$ cat config.mk
export PLATFORM = sky130hd
export DESIGN_NAME = multdiv_unit_flat
export DESIGN_NICKNAME = d
export VERILOG_FILES = /design/src/rtl/multdiv_unit_if.sv /design/src/rtl/multdiv_unit.sv /design/src/flat_wrapper.sv
export SDC_FILE = /design/constraint.sdc
export NUM_CORES = 2
export LEC_CHECK = 0
export CAP_MARGIN = 20
export CORE_MARGIN = 2
export CORE_UTILIZATION = 45
export DETAILED_ROUTE_END_ITERATION = 6
export SKIP_CTS_REPAIR_TIMING = 1
export SYNTH_ARGS = -nofsm -noshare
export SYNTH_HDL_FRONTEND = slang
export SYNTH_SLANG_ARGS = --single-unit
$ cat constraint.sdc
create_clock -name clk -period 12.8 [get_ports clk]
set_clock_uncertainty 0.05 [all_clocks]
set_input_delay 1.92 -clock clk [delete_from_list [all_inputs] [get_ports clk]]
set_output_delay 1.92 -clock clk [all_outputs]
set_load 0.02 [all_outputs]
$ cat src/rtl/multdiv_unit_if.sv
// multdiv_unit_if: issue/result bundle between the issue stage and multdiv_unit.
// The issue side drives the master modport; the unit owns the slave modport.
interface multdiv_unit_if;
  logic        valid;
  logic [6:0]  op;
  logic [31:0] a;
  logic [31:0] b;
  logic [31:0] hi_in;
  logic [31:0] lo_in;
  logic        flush;
  logic        busy;
  logic        done;
  logic [31:0] hi_out;
  logic [31:0] lo_out;
  logic        hi_we;
  logic        lo_we;

  modport master (
    output valid, op, a, b, hi_in, lo_in, flush,
    input  busy, done, hi_out, lo_out, hi_we, lo_we
  );

  modport slave (
    input  valid, op, a, b, hi_in, lo_in, flush,
    output busy, done, hi_out, lo_out, hi_we, lo_we
  );
endinterface

$ cat src/rtl/multdiv_unit.sv
// multdiv_unit: HI/LO unit with a 2-stage 33x33 multiplier and a 32-step restoring divider.
// Define MULTDIV_MADD_EN to build the MADD/MADDU/MSUB/MSUBU accumulate stage.
module multdiv_unit (
  input logic           clk,
  input logic           reset,
  multdiv_unit_if.slave bus
);
  // decoded_op_t encodings of the ops this unit executes
  localparam logic [6:0] OpMult  = 7'h18;
  localparam logic [6:0] OpMultu = 7'h19;
  localparam logic [6:0] OpDiv   = 7'h1a;
  localparam logic [6:0] OpDivu  = 7'h1b;
  localparam logic [6:0] OpMadd  = 7'h1c;
  localparam logic [6:0] OpMaddu = 7'h1d;
  localparam logic [6:0] OpMsub  = 7'h1e;
  localparam logic [6:0] OpMsubu = 7'h1f;

  typedef enum logic [2:0] {
    StIdle, StMul, StDivPrep, StDiv, StDivFix, StDone
  } state_e;

  state_e      r_state;
  logic [6:0]  r_op;
  logic [32:0] r_a33, r_b33;
  logic [49:0] r_pl;
  logic [47:0] r_ph;
  logic [63:0] r_prod;
  logic [4:0]  r_cnt;
  logic [31:0] r_quo, r_rem, r_dvs;
  logic        r_neg_q, r_neg_r;
  logic [31:0] r_hi_out, r_lo_out;
  logic        r_we;

  logic        w_is_mul, w_is_div, w_signed, w_done;
  logic [49:0] w_a50, w_bl50, w_pl;
  logic [47:0] w_a48, w_bh48, w_ph;
  logic [63:0] w_sum;
  logic [32:0] w_rem_sh;
  logic        w_ge;
  logic [31:0] w_rem_diff;

  assign w_is_div = (bus.op == OpDiv) || (bus.op == OpDivu);
  assign w_signed = (bus.op == OpMult) || (bus.op == OpDiv) ||
                    (bus.op == OpMadd) || (bus.op == OpMsub);

`ifdef MULTDIV_MADD_EN
  logic [63:0] r_acc;
  logic        w_op_acc, w_r_acc;
  logic [63:0] w_acc_res;
  assign w_op_acc  = (bus.op == OpMadd) || (bus.op == OpMaddu) ||
                     (bus.op == OpMsub) || (bus.op == OpMsubu);
  assign w_r_acc   = (r_op == OpMadd) || (r_op == OpMaddu) ||
                     (r_op == OpMsub) || (r_op == OpMsubu);
  assign w_acc_res = ((r_op == OpMsub) || (r_op == OpMsubu)) ? r_acc - r_prod
                                                              : r_acc + r_prod;
  assign w_is_mul  = (bus.op == OpMult) || (bus.op == OpMultu) || w_op_acc;
`else
  assign w_is_mul  = (bus.op == OpMult) || (bus.op == OpMultu);
`endif

  // Stage 1 splits b into a signed high half and an unsigned low half; stage 2 recombines.
  assign w_a50  = {{17{r_a33[32]}}, r_a33};
  assign w_bl50 = {34'd0, r_b33[15:0]};
  assign w_pl   = w_a50 * w_bl50;
  assign w_a48  = {{15{r_a33[32]}}, r_a33};
  assign w_bh48 = {{31{r_b33[32]}}, r_b33[32:16]};
  assign w_ph   = w_a48 * w_bh48;
  assign w_sum  = {{14{r_pl[49]}}, r_pl} + {r_ph, 16'd0};

  // Dividend magnitude shifts out of r_quo while quotient bits shift in.
  assign w_rem_sh   = {r_rem, r_quo[31]};
  assign w_ge       = w_rem_sh >= {1'b0, r_dvs};
  assign w_rem_diff = w_rem_sh[31:0] - r_dvs;

  always_ff @(posedge clk or posedge reset) begin
    if (reset) begin
      r_state  <= StIdle;
      r_op     <= 7'd0;
      r_a33    <= 33'd0;
      r_b33    <= 33'd0;
      r_pl     <= 50'd0;
      r_ph     <= 48'd0;
      r_prod   <= 64'd0;
      r_cnt    <= 5'd0;
      r_quo    <= 32'd0;
      r_rem    <= 32'd0;
      r_dvs    <= 32'd0;
      r_neg_q  <= 1'b0;
      r_neg_r  <= 1'b0;
      r_hi_out <= 32'd0;
      r_lo_out <= 32'd0;
      r_we     <= 1'b0;
`ifdef MULTDIV_MADD_EN
      r_acc    <= 64'd0;
`endif
    end else if (bus.flush) begin
      r_state <= StIdle;
    end else begin
      unique case (r_state)
        StIdle: begin
          if (bus.valid) begin
            r_op  <= bus.op;
            r_a33 <= {w_signed & bus.a[31], bus.a};
            r_b33 <= {w_signed & bus.b[31], bus.b};
            r_cnt <= 5'd0;
`ifdef MULTDIV_MADD_EN
            r_acc <= {bus.hi_in, bus.lo_in};
`endif
            if (w_is_mul) begin
              r_state <= StMul;
            end else if (w_is_div) begin
              r_state <= StDivPrep;
            end else begin
              r_we    <= 1'b0;
              r_state <= StDone;
            end
          end
        end
        StMul: begin
          r_pl   <= w_pl;
          r_ph   <= w_ph;
          r_prod <= w_sum;
          r_cnt  <= r_cnt + 5'd1;
`ifdef MULTDIV_MADD_EN
          if ((r_cnt == 5'd2) || ((r_cnt == 5'd1) && !w_r_acc)) begin
            {r_hi_out, r_lo_out} <= w_r_acc ? w_acc_res : w_sum;
            r_we                 <= 1'b1;
            r_state              <= StDone;
          end
`else
          if (r_cnt == 5'd1) begin
            {r_hi_out, r_lo_out} <= w_sum;
            r_we                 <= 1'b1;
            r_state              <= StDone;
          end
`endif
        end
        StDivPrep: begin
          // r_a33[32]/r_b33[32] are the operand signs only for signed DIV
          r_quo   <= r_a33[32] ? 32'd0 - r_a33[31:0] : r_a33[31:0];
          r_dvs   <= r_b33[32] ? 32'd0 - r_b33[31:0] : r_b33[31:0];
          r_rem   <= 32'd0;
          r_neg_q <= r_a33[32] ^ r_b33[32];
          r_neg_r <= r_a33[32];
          r_cnt   <= 5'd0;
          r_state <= StDiv;
        end
        StDiv: begin
          r_rem <= w_ge ? w_rem_diff : w_rem_sh[31:0];
          r_quo <= {r_quo[30:0], w_ge};
          r_cnt <= r_cnt + 5'd1;
          if (r_cnt == 5'd31) begin
            r_state <= StDivFix;
          end
        end
        StDivFix: begin
          r_hi_out <= r_neg_r ? 32'd0 - r_rem : r_rem;
          r_lo_out <= r_neg_q ? 32'd0 - r_quo : r_quo;
          r_we     <= 1'b1;
          r_state  <= StDone;
        end
        StDone: begin
          r_state <= StIdle;
        end
        default: begin
          r_state <= StIdle;
        end
      endcase
    end
  end

  // Flush suppresses a completing result in the same cycle.
  assign w_done     = (r_state == StDone) && !bus.flush;
  assign bus.busy   = (r_state != StIdle);
  assign bus.done   = w_done;
  assign bus.hi_we  = w_done && r_we;
  assign bus.lo_we  = w_done && r_we;
  assign bus.hi_out = r_hi_out;
  assign bus.lo_out = r_lo_out;
endmodule

$ cat src/flat_wrapper.sv
// flat-port wrapper written by rule: the top's interface ports become plain ports
module multdiv_unit_flat 
  (clk, reset, bus_valid, bus_op, bus_a, bus_b, bus_hi_in, bus_lo_in, bus_flush, bus_busy, bus_done, bus_hi_out, bus_lo_out, bus_hi_we, bus_lo_we);
  multdiv_unit_if bus_i ();
  input logic clk;
  input logic reset;
  input wire logic [$bits(bus_i.valid)-1:0] bus_valid;
  input wire logic [$bits(bus_i.op)-1:0] bus_op;
  input wire logic [$bits(bus_i.a)-1:0] bus_a;
  input wire logic [$bits(bus_i.b)-1:0] bus_b;
  input wire logic [$bits(bus_i.hi_in)-1:0] bus_hi_in;
  input wire logic [$bits(bus_i.lo_in)-1:0] bus_lo_in;
  input wire logic [$bits(bus_i.flush)-1:0] bus_flush;
  output wire logic [$bits(bus_i.busy)-1:0] bus_busy;
  output wire logic [$bits(bus_i.done)-1:0] bus_done;
  output wire logic [$bits(bus_i.hi_out)-1:0] bus_hi_out;
  output wire logic [$bits(bus_i.lo_out)-1:0] bus_lo_out;
  output wire logic [$bits(bus_i.hi_we)-1:0] bus_hi_we;
  output wire logic [$bits(bus_i.lo_we)-1:0] bus_lo_we;
  assign bus_i.valid = bus_valid;
  assign bus_i.op = bus_op;
  assign bus_i.a = bus_a;
  assign bus_i.b = bus_b;
  assign bus_i.hi_in = bus_hi_in;
  assign bus_i.lo_in = bus_lo_in;
  assign bus_i.flush = bus_flush;
  assign bus_busy = bus_i.busy;
  assign bus_done = bus_i.done;
  assign bus_hi_out = bus_i.hi_out;
  assign bus_lo_out = bus_i.lo_out;
  assign bus_hi_we = bus_i.hi_we;
  assign bus_lo_we = bus_i.lo_we;
  multdiv_unit u_core (.clk(clk), .reset(reset), .bus(bus_i));
endmodule
; After elaboration in Yosys (flattened, before gate mapping)
; Index checks and enable logic that the tools add are counted.
[classes]
n_reduce_logical = 23
multipliers = 2
n_shift = 0
div = 0
n_addsub = 7
magnitude_cmp = 1
bitwise = 4
mux = 25
eq_ne = 20
[ops]
columns = cell, n
row1 = 32-bit one-hot mux with 2 select lines, 4
row2 = 32-bit two-way mux, 7
row3 = 1-bit by 32-bit subtractor with 32-bit output (first input constant), 4
row4 = 64-bit adder, 1
row5 = 33-bit by 17-bit multiplier with 50-bit output, 1
row6 = 33-bit by 17-bit multiplier with 48-bit output, 1
row7 = 7-bit by 5-bit == test with 1-bit output (second input constant), 6
row8 = 33-bit by 32-bit greater-or-equal comparator with 1-bit output, 1
row9 = 32-bit subtractor, 1
row10 = 3-bit two-way mux, 6
row11 = 3-bit one-hot mux with 5 select lines, 1
row12 = 5-bit one-hot mux with 3 select lines, 1
row13 = 3-bit AND reduction, 4
row14 = 3-bit nonzero test, 3
row15 = 3-bit by 2-bit == test with 1-bit output (second input constant), 2
row16 = 3-bit == test (second input constant), 2
row17 = 2-bit != test (second input constant), 3
row18 = 3-bit by 2-bit != test with 1-bit output (second input constant), 2
row19 = 2-bit AND reduction, 3
row20 = 6-bit AND reduction, 1
row21 = 5-bit by 1-bit adder with 5-bit output (second input constant), 1
row22 = 5-bit by 1-bit == test with 1-bit output (second input constant), 1
row23 = 5-bit == test (second input constant), 1
row24 = 1-bit logical OR, 5
row25 = 14 further kinds, 20
[word_totals]
latch_bits = 0
elab_cells = 96
rom_bits = 0
register_bits = 335
input_bits = 139
n_memories = 0
ram_bits = 0

; Depth between registers and ports, before layout
[depth]
word_depth = 7
ltp_mapped = 26
mapped_depth_nobuf = 24

; Worst setup path after synthesis
; OpenSTA, ideal clock, no wires.
[synth_path]
kind = flip-flop to flip-flop
startpoint = register u_core.r_a33[32]
endpoint = register u_core.r_pl[49]
arrival_time_ns = 6.373
setup_slack_ns = 6.244
setup_ns = 0.133
required_ns = 12.617
n_path_buf = 3
path_stages_with_launch = 25
path_cell_list = dfrtp_1 -> clkbuf_1 -> clkbuf_1 -> buf_1 -> nand2_1 -> fa_1 -> inv_1 -> fa_1 -> fa_1 -> fa_1 -> fa_1 -> inv_1 -> fa_1 -> inv_1 -> ha_1 -> a21o_1 -> a21o_1 -> a21oi_1 -> o21ai_0 -> a31o_2 -> o21ai_0 -> nand2b_1 -> xnor2_1 -> mux2i_1 -> o21ai_0
[synth_between]
elab_chain_len = 1
[synth_rtl]
columns = item, line_no
row1 = from (decl), multdiv_unit.sv:24  ; logic [32:0] r_a33, r_b33;
row2 = from (signal assigned), multdiv_unit.sv:103  ; r_a33 <= {w_signed & bus.a[31], bus.a};
row3 = 33-bit by 17-bit multiplier with 50-bit output, multdiv_unit.sv:64  ; assign w_pl = w_a50 * w_bl50;
row4 = to (signal assigned), multdiv_unit.sv:120  ; r_pl <= w_pl;
row5 = to (decl), multdiv_unit.sv:25  ; logic [49:0] r_pl;
; Every way passes these cells.
; A chain may end at the register's enable or synchronous reset.

; Worst setup path in the final report
[layout_path]
startpoint = register u_core.r_a33[11]
endpoint = register u_core.r_pl[44]
; The elaborated chain is that of the path after synthesis.

==> results_dict.tcl <==
set metrics [dict create \
    hold_path_class "register to register" \
    rsz0062_at_grt "false" \
    synthCells 6557 \
    placedCellCount 8068 \
    ys_seq_elements 335 \
    wl_mm 175 \
    ys_seq_area_frac 0.146 \
    post-route-util 0.490 \
    synth.net_count 8042 \
    yosys.area.top_type_share 0.358 \
    wire_per_inst_um 21.5 \
    area_growth_syn_to_layout_pct 7.64 \
    setup_tns_ns 0 \
    synth_area_leaders "fa_1 (36%), dfrtp_1 (15%), inv_1 (8.2%)" \
    track_usage 0.277 \
    grt_max_degree 109 \
    start_util 0.455 \
    fin_cells 8151 \
    grt_pass1_vias 46500 \
    clk_latency_ns 0.62 \
    critPathKind "register to register" \
    hold_viol 0 \
    min_period_over_period 0.664 \
    portBuffers 142 \
    ys_async_sr_fraction 1.00 \
    ys_warn_count 0 \
    fin_area_um2 61700 \
    synth_edf_count 0 \
    std_cell_rows 130 \
    vias_per_cell 5.46 \
    slew_headroom 0.201 \
    first_iter_violations 3265 \
    slew_violations 0 \
    grt_first_pass_wirelength_mm 278 \
    antenna_found_initial 18 \
    fin_crit_ns 8.50 \
    placed_cell_area_um2 60200 \
    cts-root-buf "clkbuf_16" \
    dp_hpwl_mm 132 \
    fp.dieW_um 361 \
    cts_buffers 42 \
    pin_count 207 \
    end_kind "register" \
    outcome "finished clean" \
    synth_top_cell_by_area "fa_1" \
    path_max_fanout 18 \
    required_ns 13.23 \
    setup_viol 0 \
    drv_cap 0 \
    die_area_um2 130000 \
    drcViolationCount 0 \
    path_clk_slew_ns 0.06 \
    synth.avg_cell_area_um2 8.75 \
    drtAntennaViolNets 0 \
    synth_cell_types 86 \
    worst_pin_slew_ns 1.20 \
    netlist_area_um2 57400 \
    dieHeight_um 361 \
    gp_congestion 0.937 \
    ys.flop_type "dfrtp_1" \
    htree_levels 2 \
    critPathLaunchType "register" \
    drt_pre_antenna_iters 5 \
    nets 7949 \
    cts_tree "done" \
    worst_ep_arrival_time_ns 8.93 \
    max-clock-path-buffers 3 \
    core_um2 126000 \
    overflow 0 \
    drive_gt1_frac 0.0456 \
    vias 44500 \
    fmaxAchievable_ghz 0.118 \
    cts.sinks 335 \
]
cell usage after synthesis, drive strengths merged (17+ instances only):
cell / number
o21ai: 347
xnor2: 159
fa: 1027
nand3: 41
nand4: 26
buf: 75
xor2: 124
a31oi: 27
clkbuf: 311
nor2: 188
nand2: 1021
or3: 27
nor2b: 22
a21oi: 224
and3: 19
o31ai: 50
nand2b: 45
o41ai: 17
dfrtp: 335
and2: 432
inv: 1254
ha: 319
nor3: 31
o22ai: 31
or4: 18
o21a: 17
a21o: 93
mux2: 68
a211oi: 20
o21bai: 20
layer usage:
metal | GRT usage | wire length, µm | vias to the layer above
li1 | - | - | 20000
met1 | 0.390 | 77500 | 22800
met2 | 0.438 | 78800 | 1435
met3 | 0.0470 | 13100 | 245
met4 | 0.0858 | 5960 | 20
met5 | 0 | 146 | -
flip-flops by register name, indices dropped and copies added (netlist names):
signal,flops
u_core.r_rem,32
u_core.r_pl,50
u_core.r_a33,33
u_core.r_dvs,32
u_core.r_we,1
u_core.r_neg_q,1
u_core.r_neg_r,1
u_core.bus.hi_out,32
u_core.r_quo,32
u_core.r_state,3
u_core.r_b33,33
u_core.r_cnt,5
u_core.bus.lo_out,32
u_core.r_ph,48
logic make-up after synthesis:
kind of cell	Yosys count	share of synthesized area
and+or+nand+nor	1917	0.157
muxes	83	0.0160
AOI/OAI and AO/OA	952	0.102
DFF	335	0.146
buffers and inverters	1641	0.108
adders and majority gates	1346	0.428
xor gates and xnor gates	283	0.0432
critical path, cell delays in order (launching register included):
cell	delay, ns
dfrtp_1	1.12
buf_4	0.35
buf_4	0.33
nand2_1	0.13
fa_1	0.54
fa_1	0.51
fa_1	0.51
inv_1	0.05
fa_1	0.49
fa_1	0.49
inv_1	0.05
fa_1	0.47
inv_1	0.04
ha_1	0.38
nand3_1	0.18
or3_1	0.38
a31oi_1	0.44
a31oi_1	0.23
a31oi_1	0.37
nand4bb_1	0.31
nand4_1	0.19
a311oi_1	0.44
nor4_1	0.11
o31ai_1	0.23
cell type report:
cell class	instances	area, µm²
fillers	12100	64300
multi-input cells	4581	42900
flip-flops and latches	335	8390
inverters	1255	4720
repair buffers	249	2230
well taps	1650	2060
clock buffers	52	1140
clock inverters	24	328
diodes	5	12.5
layout by cell type (no fill, tap or decap), drive strengths merged, types with 22 or more instances in the layout:
cell type,instances
a21o,93
a21oi,224
a31oi,27
and2,432
buf,106
clkbuf,53
clkdlybuf4s50,142
dfrtp,335
fa,1027
ha,319
inv,1260
mux2,68
nand2,1021
nand2b,45
nand3,41
nand4,26
nor2,188
nor2b,22
nor3,31
o21ai,347
o22ai,31
o31ai,50
or3,27
xnor2,159
xor2,124
per-stage QoR:
step,hold WS [ns],worst slack (ns)
after floorplan,0.390,1.55
after global placement,0.404,4.33
after detailed placement,0.416,4.33
after CTS,0.430,4.28
after global routing,0.446,3.91
final,0.424,4.30
worst paths after layout:
path | slack [ns] | to | from | depth (start not counted)
min | 0.42 | u_core.bus.lo_out[4] | u_core.bus.lo_out[4] | 2
min reg2reg | 0.42 | u_core.bus.lo_out[4] | u_core.bus.lo_out[4] | 2
max reg2reg | 4.30 | u_core.r_pl[44] | u_core.r_a33[11] | 23
max | 4.30 | u_core.r_pl[44] | u_core.r_a33[11] | 23
max in group asynchronous | 8.93 | u_core.r_pl[9] | reset | 4
min in group asynchronous | 1.82 | u_core.r_a33[28] | reset | 2
Power is left out: the tool's default activity adds up to more than one toggle a clock period on the data nets, which glitch-free logic cannot reach.
